<file path="config.mk">
export PLATFORM = sky130hd
export DESIGN_NAME = aram_sched
export DESIGN_NICKNAME = d
export VERILOG_FILES = /design/src/rtl/aram_sched.sv
export SDC_FILE = /design/constraint.sdc
export NUM_CORES = 1
export LEC_CHECK = 0
export ABC_AREA = 1
export BUFFER_PORTS_ARGS = -buffer_cell sky130_fd_sc_hd__buf_2
export CAP_MARGIN = 40
export CORE_MARGIN = 1
export CORE_UTILIZATION = 53
export CTS_BUF_LIST = sky130_fd_sc_hd__clkbuf_2 sky130_fd_sc_hd__clkbuf_4 sky130_fd_sc_hd__clkbuf_8
export DETAILED_ROUTE_END_ITERATION = 8
export MAX_ROUTING_LAYER = met4
export PLACE_DENSITY = 0.9
export SLEW_MARGIN = 5
export SYNTH_ARGS = -nofsm -noshare
export SYNTH_HDL_FRONTEND = slang
export SYNTH_SLANG_ARGS = --single-unit
</file>
<file path="constraint.sdc">
create_clock -name CLK -period 3.5 [get_ports CLK]
set_input_delay 0.175 -clock CLK [delete_from_list [all_inputs] [get_ports CLK]]
set_output_delay 0.175 -clock CLK [all_outputs]
set_load 0.02 [all_outputs]
</file>
<file path="src/rtl/aram_sched.sv">
// Shared audio RAM slot scheduler: fixed 4-slot rotation (SMP, DSP, DSP, loader), one access per slot.
// Slow memory stretches the current slot instead of dropping or corrupting the access.
module aram_sched #(
  parameter int SLOT_CYCLES = 4,
  parameter int STALL_W     = 16
) (
  input  logic               CLK,
  input  logic               RST_N,
  input  logic [15:0]        SMP_A,
  input  logic [7:0]         SMP_DO,
  input  logic               SMP_WE_N,
  output logic [7:0]         SMP_DI,
  output logic               SMP_EN,
  input  logic               DSP_REQ,
  input  logic [15:0]        DSP_A,
  input  logic [7:0]         DSP_DO,
  input  logic               DSP_WE_N,
  output logic [7:0]         DSP_DI,
  output logic               DSP_ACK,
  input  logic               LD_HOLD,
  input  logic               LD_REQ,
  input  logic [15:0]        LD_A,
  input  logic [7:0]         LD_DO,
  input  logic               LD_WE_N,
  output logic [7:0]         LD_DI,
  output logic               LD_ACK,
  output logic               MEM_REQ,
  output logic [15:0]        MEM_A,
  output logic [7:0]         MEM_DO,
  output logic               MEM_WE_N,
  input  logic [7:0]         MEM_RDATA,
  input  logic               MEM_ACK,
  output logic [1:0]         SLOT,
  output logic [STALL_W-1:0] STALL_CNT
);
  localparam int CW = $clog2(SLOT_CYCLES);
  localparam logic [CW-1:0] LAST    = CW'(SLOT_CYCLES - 1);
  localparam logic [CW-1:0] CNT_ONE = CW'(1);

  typedef enum logic [1:0] {START, WAIT, PAD} state_t;
  typedef enum logic [1:0] {OWN_SMP, OWN_DSP, OWN_LD} owner_t;

  state_t        state, state_nxt;
  owner_t        owner, own_sel;
  logic [CW-1:0] cnt;
  logic          has_req;
  logic [15:0]   sel_a;
  logic [7:0]    sel_do;
  logic          sel_we_n;
  logic          acked;

  // A stray MEM_ACK outside an active request never completes anything.
  assign acked = MEM_REQ & MEM_ACK;

  always_comb begin
    own_sel  = OWN_LD;
    has_req  = LD_REQ;
    sel_a    = LD_A;
    sel_do   = LD_DO;
    sel_we_n = LD_WE_N;
    if (!LD_HOLD) begin
      case (SLOT)
        2'd0:       own_sel = OWN_SMP;
        2'd1, 2'd2: own_sel = OWN_DSP;
        default:    own_sel = OWN_LD;
      endcase
    end
    case (own_sel)
      OWN_SMP: begin
        has_req  = 1'b1;
        sel_a    = SMP_A;
        sel_do   = SMP_DO;
        sel_we_n = SMP_WE_N;
      end
      OWN_DSP: begin
        has_req  = DSP_REQ;
        sel_a    = DSP_A;
        sel_do   = DSP_DO;
        sel_we_n = DSP_WE_N;
      end
      default: ;
    endcase
  end

  always_comb begin
    state_nxt = state;
    case (state)
      START:   state_nxt = has_req ? WAIT : PAD;
      WAIT:    if (acked) state_nxt = PAD;
      PAD:     if (cnt == LAST) state_nxt = START;
      default: state_nxt = START;
    endcase
  end

  always_ff @(posedge CLK) begin
    if (!RST_N) state <= START;
    else        state <= state_nxt;
  end

  always_ff @(posedge CLK) begin
    if (!RST_N) begin
      cnt       <= '0;
      SLOT      <= 2'd0;
      owner     <= OWN_SMP;
      MEM_REQ   <= 1'b0;
      MEM_A     <= 16'h0000;
      MEM_DO    <= 8'h00;
      MEM_WE_N  <= 1'b1;
      SMP_DI    <= 8'h00;
      DSP_DI    <= 8'h00;
      LD_DI     <= 8'h00;
      SMP_EN    <= 1'b0;
      DSP_ACK   <= 1'b0;
      LD_ACK    <= 1'b0;
      STALL_CNT <= '0;
    end else begin
      SMP_EN  <= 1'b0;
      DSP_ACK <= 1'b0;
      LD_ACK  <= 1'b0;
      case (state)
        START: begin
          cnt   <= cnt + CNT_ONE;
          owner <= own_sel;
          if (has_req) begin
            MEM_REQ  <= 1'b1;
            MEM_A    <= sel_a;
            MEM_DO   <= sel_do;
            MEM_WE_N <= sel_we_n;
          end
        end
        WAIT: begin
          // The counter parks on the last slot cycle until memory completes.
          if (cnt != LAST) cnt <= cnt + CNT_ONE;
          if (acked) begin
            MEM_REQ <= 1'b0;
            case (owner)
              OWN_SMP: begin SMP_DI <= MEM_RDATA; SMP_EN  <= 1'b1; end
              OWN_DSP: begin DSP_DI <= MEM_RDATA; DSP_ACK <= 1'b1; end
              default: begin LD_DI  <= MEM_RDATA; LD_ACK  <= 1'b1; end
            endcase
          end else if (cnt == LAST && STALL_CNT != {STALL_W{1'b1}}) begin
            STALL_CNT <= STALL_CNT + STALL_W'(1);
          end
        end
        default: begin
          if (cnt == LAST) begin
            cnt  <= '0;
            SLOT <= SLOT + 2'd1;
          end else begin
            cnt <= cnt + CNT_ONE;
          end
        end
      endcase
    end
  end
endmodule

</file>
==> results.cfg, run 1 <==
[placed_design]
dp_hpwl_mm = 7.19
portBuffers = 159
preCtsSetupSlack_ns = 1.10
gp_congestion = 0.905

[cts]
cts.sinks = 77
cts_made_buffers = 9
htree_levels = 3
worstSkewPairLatency_ns = 0.36
clock_path_buffers = 2
clk_pin_slew_ns = 0.09
hold_buffers = 0
cts.repair.resized = 0
cts_root_buf = clkbuf_8
post_cts_buffers = 0
cts_tree = yes

[hold_path]
hold_path_end = LD_DI[4]
holdPathStages = 3
holdCritStartpoint = MEM_RDATA[4]
hold_path_class = in2reg

[power]
power.leakage_nw = 2.23
vdd_ir_drop_max_v = 0.000306
power_density_nw_per_um2 = 433

[global_routing]
antenna_found_initial = 0
grt.overflow.total = 0
grt.total_usage = 0.290
grt_pass1_vias = 3691
grt_max_degree = 51
grt_pass1_wl_mm = 16.3

[yosys]
synth_nets = 610
seq_area_frac_synth = 0.424
syn_inst = 518
syn_area_um2 = 3640
synth-seq-cells = 77
synth_cell_type_count = 32
yosys_warnings = 0
synth_area_per_cell_um2 = 7.02

[detailed_routing]
top_layer_used = met4
drcViolationCount = 1
drt_first_pass_iters = 9
route.met2.wl_mm = 4.73
routed_wirelength_mm = 9.78
ant_nets = 0
viasPerCell = 5.30
routed-wl-met3_um = 518
routed-via-count = 3968
drt_iter0_drc = 151
wl_met1_mm = 4.13
wl_per_cell_um = 13.1

[setup_path]
worstPathArrival_ns = 2.67
worst_r2r_endpoint = MEM_WE_N
critPathLaunchType = register
r2r_slack_ns = 1.08
r2r_cells = 9
end_kind = register
rr_startpoint = SLOT[0]
cp.required_ns = 3.75
critPathMaxFanout = 50
critPathKind = reg2reg

[timing]
maxSlewHeadroom = 0.435
max_freq_mhz = 413
finalHoldViolCount = 0
worst_slack_ns = 1.08
worst_pin_slew_ns = 0.845
slew_violations = 0
fin_crit_sh = 0.692
skew_ns = 0.00825
final.setup.tns_ns = 0
rsz0062_at_grt = false
setup_viol = 0
finalCriticalPeriod_ns = 2.42

[die]
core_area_um2 = 6490
die_h_um = 84.8
initial_core_util = 0.560
fp-row-count = 29
die_w_um = 84.8
dieArea_um2 = 7200
pin_count = 160

[finish]
drive_gt1_frac = 0.295
diodes = 0
nNetsFinal = 758
area_growth_pct = 26.8

[job]
max-cap-violations = 0

[status]
failed_checks = DRC
status = finished, violations left
==> worst max path at each step <==
stage,start,end,slack [ns],cells past startpoint
detailed placement,SLOT[0],MEM_WE_N,1.10,9
global placement,SLOT[0],MEM_WE_N,1.17,9
CTS,SLOT[0],MEM_WE_N,1.09,9
global route,SLOT[0],MEM_WE_N,0.84,9
finish,SLOT[0],MEM_WE_N,1.08,9
floorplan,SLOT[0],MEM_WE_N,1.87,10
==> cells in the mapped netlist <==
cell type	number	area, µm²
nand2_1	121	454
nor2_1	87	327
dfxtp_1	77	1540
o21ai_0	75	375
nand3_1	46	230
a21oi_1	28	140
inv_1	22	82.6
clkbuf_1	12	45.0
buf_4	5	37.5
nand2_4	5	56.3
nor2_4	5	56.3
buf_2	4	20.0
nand4_1	4	25.0
ha_1	3	37.5
inv_2	3	11.3
nand3_2	3	30.0
buf_8	2	30.0
xnor2_1	2	17.5
a211oi_1	1	7.51
a21oi_2	1	8.76
a31oi_1	1	6.26
and2_1	1	6.26
buf_6	1	11.3
clkbuf_2	1	5.00
clkinv_1	1	3.75
nor2_2	1	6.26
nor2_8	1	20.0
nor3_1	1	5.00
nor3_4	1	16.3
o211ai_1	1	7.51
or2_1	1	6.26
xor2_1	1	8.76
==> power by group <==
group          internal (mW)  leakage (nW)  switching [mW]  total, mW
clock                  0.268        0.0921           0.361      0.629
sequential             0.938         0.629          0.0336      0.972
combinational          0.141          1.51           0.253      0.394
==> kinds of logic (layout without fill, tap and decap cells) <==
group	count (synthesis)	in the layout	share of synthesized area
simple gates	277	277	0.341
fa+ha+maj	3	3	0.0103
xor+xnor	3	3	0.00723
compound gates	107	107	0.150
buf+inv	51	204	0.0678
flops	77	77	0.424
==> critical path, cell delays in order, from the launching register on <==
cell	delay, ns
dfxtp_1	0.35
ha_1	0.32
inv_2	0.34
nor2_1	0.08
nand2_1	0.07
nand2_1	0.09
nor2_4	0.66
inv_1	0.17
a21oi_1	0.16
nand2_1	0.06
==> sequential cells by signal (all words and copies together), names as in the netlist <==
register and count:
cnt 2, MEM_WE_N 1, LD_ACK 1, DSP_ACK 1, MEM_DO 8, SLOT 2
SMP_DI 8, MEM_A 16, SMP_EN 1, STALL_CNT 16, owner 2, DSP_DI 8
state 2, MEM_REQ 1, LD_DI 8
==> routing by layer <==
metal  vias up  track usage
met2       148        0.473
met5         -            -
met4         0        0.160
met3        39       0.0730
li1       1989            -
met1      1792        0.326
==> layout by cell type (no fill, tap or decap), drive strengths merged <==
master      n
xnor2       2
nor2       94
ha          3
and2        1
nor3        2
nand4       4
inv        28
o21ai      75
a31oi       1
dfxtp      77
or2         1
clkinv      4
buf       162
xor2        1
nand3      49
a21oi      29
clkinvlp    1
nand2     126
a211oi      1
o211ai      1
clkbuf      9
==> per-stage QoR <==
| step | std cells | hold WS, ns | util | instance area (µm²) | power, mW |
|---|---|---|---|---|---|
| 5_1_grt | 748 | 0.0681 | 0.710 | 4610 | 2.10 |
| 2_1_floorplan | 518 | 0.310 | - | 3640 | 1.25 |
| 4_1_cts | 748 | 0.0738 | 0.710 | 4610 | 2.00 |
| 3_5_place_dp | 732 | 0.433 | 0.682 | 4430 | 1.39 |
| 6_report | 748 | 0.0783 | 0.710 | 4610 | 2.00 |
| 3_3_place_gp | 730 | 0.432 | 0.675 | 4390 | 1.37 |
==> layout make-up <==
cell class	instances	area, µm²
fill	587	1880
multi-input combinational	390	1850
sequential	77	1540
timing repair buffer	162	846
clock buffer	9	124
inverter	26	97.6
tap	77	96.3
clock inverter	7	58.8
Power figures use the tool's default switching activity.
==> run 2, diff against run 1 <==
--- a/config.mk
+++ b/config.mk
@@ -5,15 +5,15 @@
 export SDC_FILE = /design/constraint.sdc
 export NUM_CORES = 1
 export LEC_CHECK = 0
-export ABC_AREA = 1
+export ABC_AREA = 0
 export BUFFER_PORTS_ARGS = -buffer_cell sky130_fd_sc_hd__buf_2
 export CAP_MARGIN = 40
 export CORE_MARGIN = 1
-export CORE_UTILIZATION = 53
+export CORE_UTILIZATION = 49
 export CTS_BUF_LIST = sky130_fd_sc_hd__clkbuf_2 sky130_fd_sc_hd__clkbuf_4 sky130_fd_sc_hd__clkbuf_8
 export DETAILED_ROUTE_END_ITERATION = 8
 export MAX_ROUTING_LAYER = met4
-export PLACE_DENSITY = 0.9
+export PLACE_DENSITY = 0.85
 export SLEW_MARGIN = 5
 export SYNTH_ARGS = -nofsm -noshare
 export SYNTH_HDL_FRONTEND = slang
==> constraint.sdc (replaced) <==
create_clock -name CLK -period 2.4 [get_ports CLK]
set_input_delay 0.12 -clock CLK [delete_from_list [all_inputs] [get_ports CLK]]
set_output_delay 0.12 -clock CLK [all_outputs]
set_load 0.02 [all_outputs]
==> run 2 against run 1 <==
Against the previous run:
- sequential cell count unchanged
- non-clock buffer count is 5 higher
- area after synthesis shrank 0.72%
- combinational power is 14% higher
- critical path type unchanged
- sequential share of layout area is 0.47 points lower
- global-route usage shrank 2.7 points
- sequential power up 42%
- final area increased by 1.4%
- the run now ends clean
==> results.cfg, run 2 <==
[status]
status = finished clean

[setup_path]
r2r_cells = 5
critPathLaunchType = register
slowest_delay_ns = 0.55
crit_chain = ha_1 -> or4b_4 -> o211a_1 -> o211ai_1 -> a21oi_1
worst_r2r_endpoint = MEM_A[7]
end_kind = register
rr_startpoint = SLOT[0]
cp.required_ns = 2.63
critPathKind = reg2reg
critPathMaxFanout = 25
worstPathArrival_ns = 2.35
r2r_slack_ns = 0.28
path_buf_inv = 0
critPathTopFamily = compound AO/OA/AOI/OAI gates
critPathSlowestCell = or4b_4

[yosys]
syn_inst = 403
synth-adder-area-share = 0.0104
synth_top_family_by_area = simple AND/OR/NAND/NOR gates
seq_area_frac_synth = 0.427
synth_top_cell_area_share = 0.427
synth_edf_count = 0
synth_async_sr_flop_share = 0
synth_area_per_cell_um2 = 8.96
synth_cell_type_count = 48
yosysTopAreaCell = dfxtp_1
yosys_warnings = 0
synthMuxAreaShare = 0.158
synth_common_cells = dfxtp_1, nand2_1, mux2i_1, a21oi_1, nor2_1
syn_area_um2 = 3610
synth_xor_area_frac = 0.00243
synthFlopType = dfxtp_1
synth_compound_area_frac = 0.148
synth-seq-cells = 77
synth_nets = 495
synth_area_leaders = dfxtp_1, mux2i_1, nand2_1, o211ai_1, a21oi_1
synth-simple-area-share = 0.202
yosysMostFrequentCell = dfxtp_1

[hold_path]
holdPathStages = 3
hold_path_end = LD_DI[7]
hold_path_class = in2reg
holdCritStartpoint = MEM_RDATA[7]

[cts]
clock_path_buffers = 2
cts.repair.resized = 0
cts.sinks = 77
htree_levels = 3
cts_made_buffers = 9
hold_buffers = 0
cts_tree = yes
clk_pin_slew_ns = 0.09
worstSkewPairLatency_ns = 0.35
cts_root_buf = clkbuf_8
post_cts_buffers = 0

[detailed_routing]
routed_wirelength_mm = 9.68
viasPerCell = 5.39
drt_iter0_drc = 123
ant_nets = 0
drcViolationCount = 0
routed-via-count = 3527
wl_per_cell_um = 14.8
drt_first_pass_iters = 4

[die]
die_w_um = 87.8
dieArea_um2 = 7710
die_h_um = 87.8
initial_core_util = 0.520
fp-row-count = 30
core_area_um2 = 6940
pin_count = 160

[global_routing]
grt.total_usage = 0.263
grt.overflow.total = 0
grt_pass1_wl_mm = 15.2
grt_pass1_vias = 3339
grt_max_degree = 69
antenna_found_initial = 0

[power]
power.leakage_nw = 2.05
totalPowerFinal_mw = 2.95
internal_power_mw = 2.13
vdd_ir_drop_max_v = 0.000468
pwr-share-clk = 0.381
switching_share = 0.280
combinationalPowerShare = 0.152
power_density_nw_per_um2 = 631
p_seq_frac = 0.467
power_switching_uw = 826

[timing]
finalHoldViolCount = 0
rsz0062_at_grt = false
max_freq_mhz = 472
maxSlewHeadroom = 0.435
worst_pin_slew_ns = 0.848
slew_violations = 0
final.setup.tns_ns = 0
holdWs_ns = 0.0370
finalCriticalPeriod_ns = 2.12
fin_crit_sh = 0.883
setup_viol = 0
skew_ns = 0.00852

[placed_design]
gp_congestion = 0.852
portBuffers = 159
dp_hpwl_mm = 6.99

[finish]
nNetsFinal = 645
diodes = 0
area_growth_pct = 29.6
drive_gt1_frac = 0.351
utilization = 0.674
top_regs = MEM_A: 16 flops, STALL_CNT: 16 flops
layout_common_cells = buf_2, dfxtp_1, nand2_1, mux2i_1, a21oi_1
final_common_cell = buf_2

[job]
max-cap-violations = 0
-- run 2: changes by cell type after synthesis, sizes merged, moves of 5 or more --
cell | previous run | this run
o21ai | 75 | 8
nand2 | 126 | 64
nor2 | 94 | 32
mux2i | 0 | 57
nand3 | 49 | 9
o211ai | 1 | 26
inv | 25 | 4
a21oi | 29 | 37
nor4 | 0 | 7
nand4 | 4 | 9
-- run 2: power by group through the flow --
stage               Clock [mW]  Sequential, mW  Combinational, mW
floorplan                    0            1.47              0.218
CTS                       1.15            1.38              0.451
global route              1.21            1.39              0.491
detailed placement           0            1.41              0.449
finish                    1.12            1.38              0.449
global placement             0            1.40              0.430
-- run 2: kinds of logic after synthesis --
| family | count (synthesis) |
|---|---|
| flops | 77 |
| simple gates | 148 |
| compound gates | 84 |
| fa+ha+maj | 3 |
| buf+inv | 33 |
| mux | 57 |
| xor+xnor | 1 |
-- run 2: per-layer routing --
| layer | wire length [µm] | global-route usage | up-vias |
|---|---|---|---|
| li1 | - | - | 1742 |
| met4 | 166 | 0.119 | 0 |
| met1 | 3930 | 0.294 | 1653 |
| met5 | 0 | - | - |
| met3 | 488 | 0.0631 | 17 |
| met2 | 5100 | 0.442 | 115 |
-- run 2: how the worst max path moves through the flow --
stage	from	endpoint	slack, ns	cells past startpoint
final	SLOT[0]	MEM_A[7]	0.28	5
after global routing	SLOT[0]	MEM_A[7]	0.20	5
after CTS	SLOT[0]	MEM_WE_N	0.31	5
after detailed placement	SLOT[0]	MEM_WE_N	0.34	5
after global placement	SLOT[0]	MEM_WE_N	0.41	5
after floorplan	SLOT[0]	MEM_WE_N	0.40	7
-- run 2: metrics by stage --
step | worst slack, ns | cell area, µm² | std cells
4_1_cts | 0.309 | 4680 | 654
3_3_place_gp | 0.411 | 4430 | 637
3_5_place_dp | 0.341 | 4450 | 638
6_report | 0.282 | 4680 | 654
2_1_floorplan | 0.397 | 3610 | 403
5_1_grt | 0.198 | 4680 | 654
-- run 2: final cells by class --
type / count / area [µm²]
tap: 96 / 120
multi-input combinational: 293 / 1890
inverter: 5 / 18.8
fill: 595 / 2270
sequential: 77 / 1540
timing repair buffer: 167 / 876
clock inverter: 7 / 106
clock buffer: 9 / 124
-- run 2: worst reg2reg max path: stages (launching register included) --
cell      delay [ns]
dfxtp_1         0.35
ha_1            0.26
or4b_4          0.55
o211a_1         0.47
o211ai_1        0.28
a21oi_1         0.08
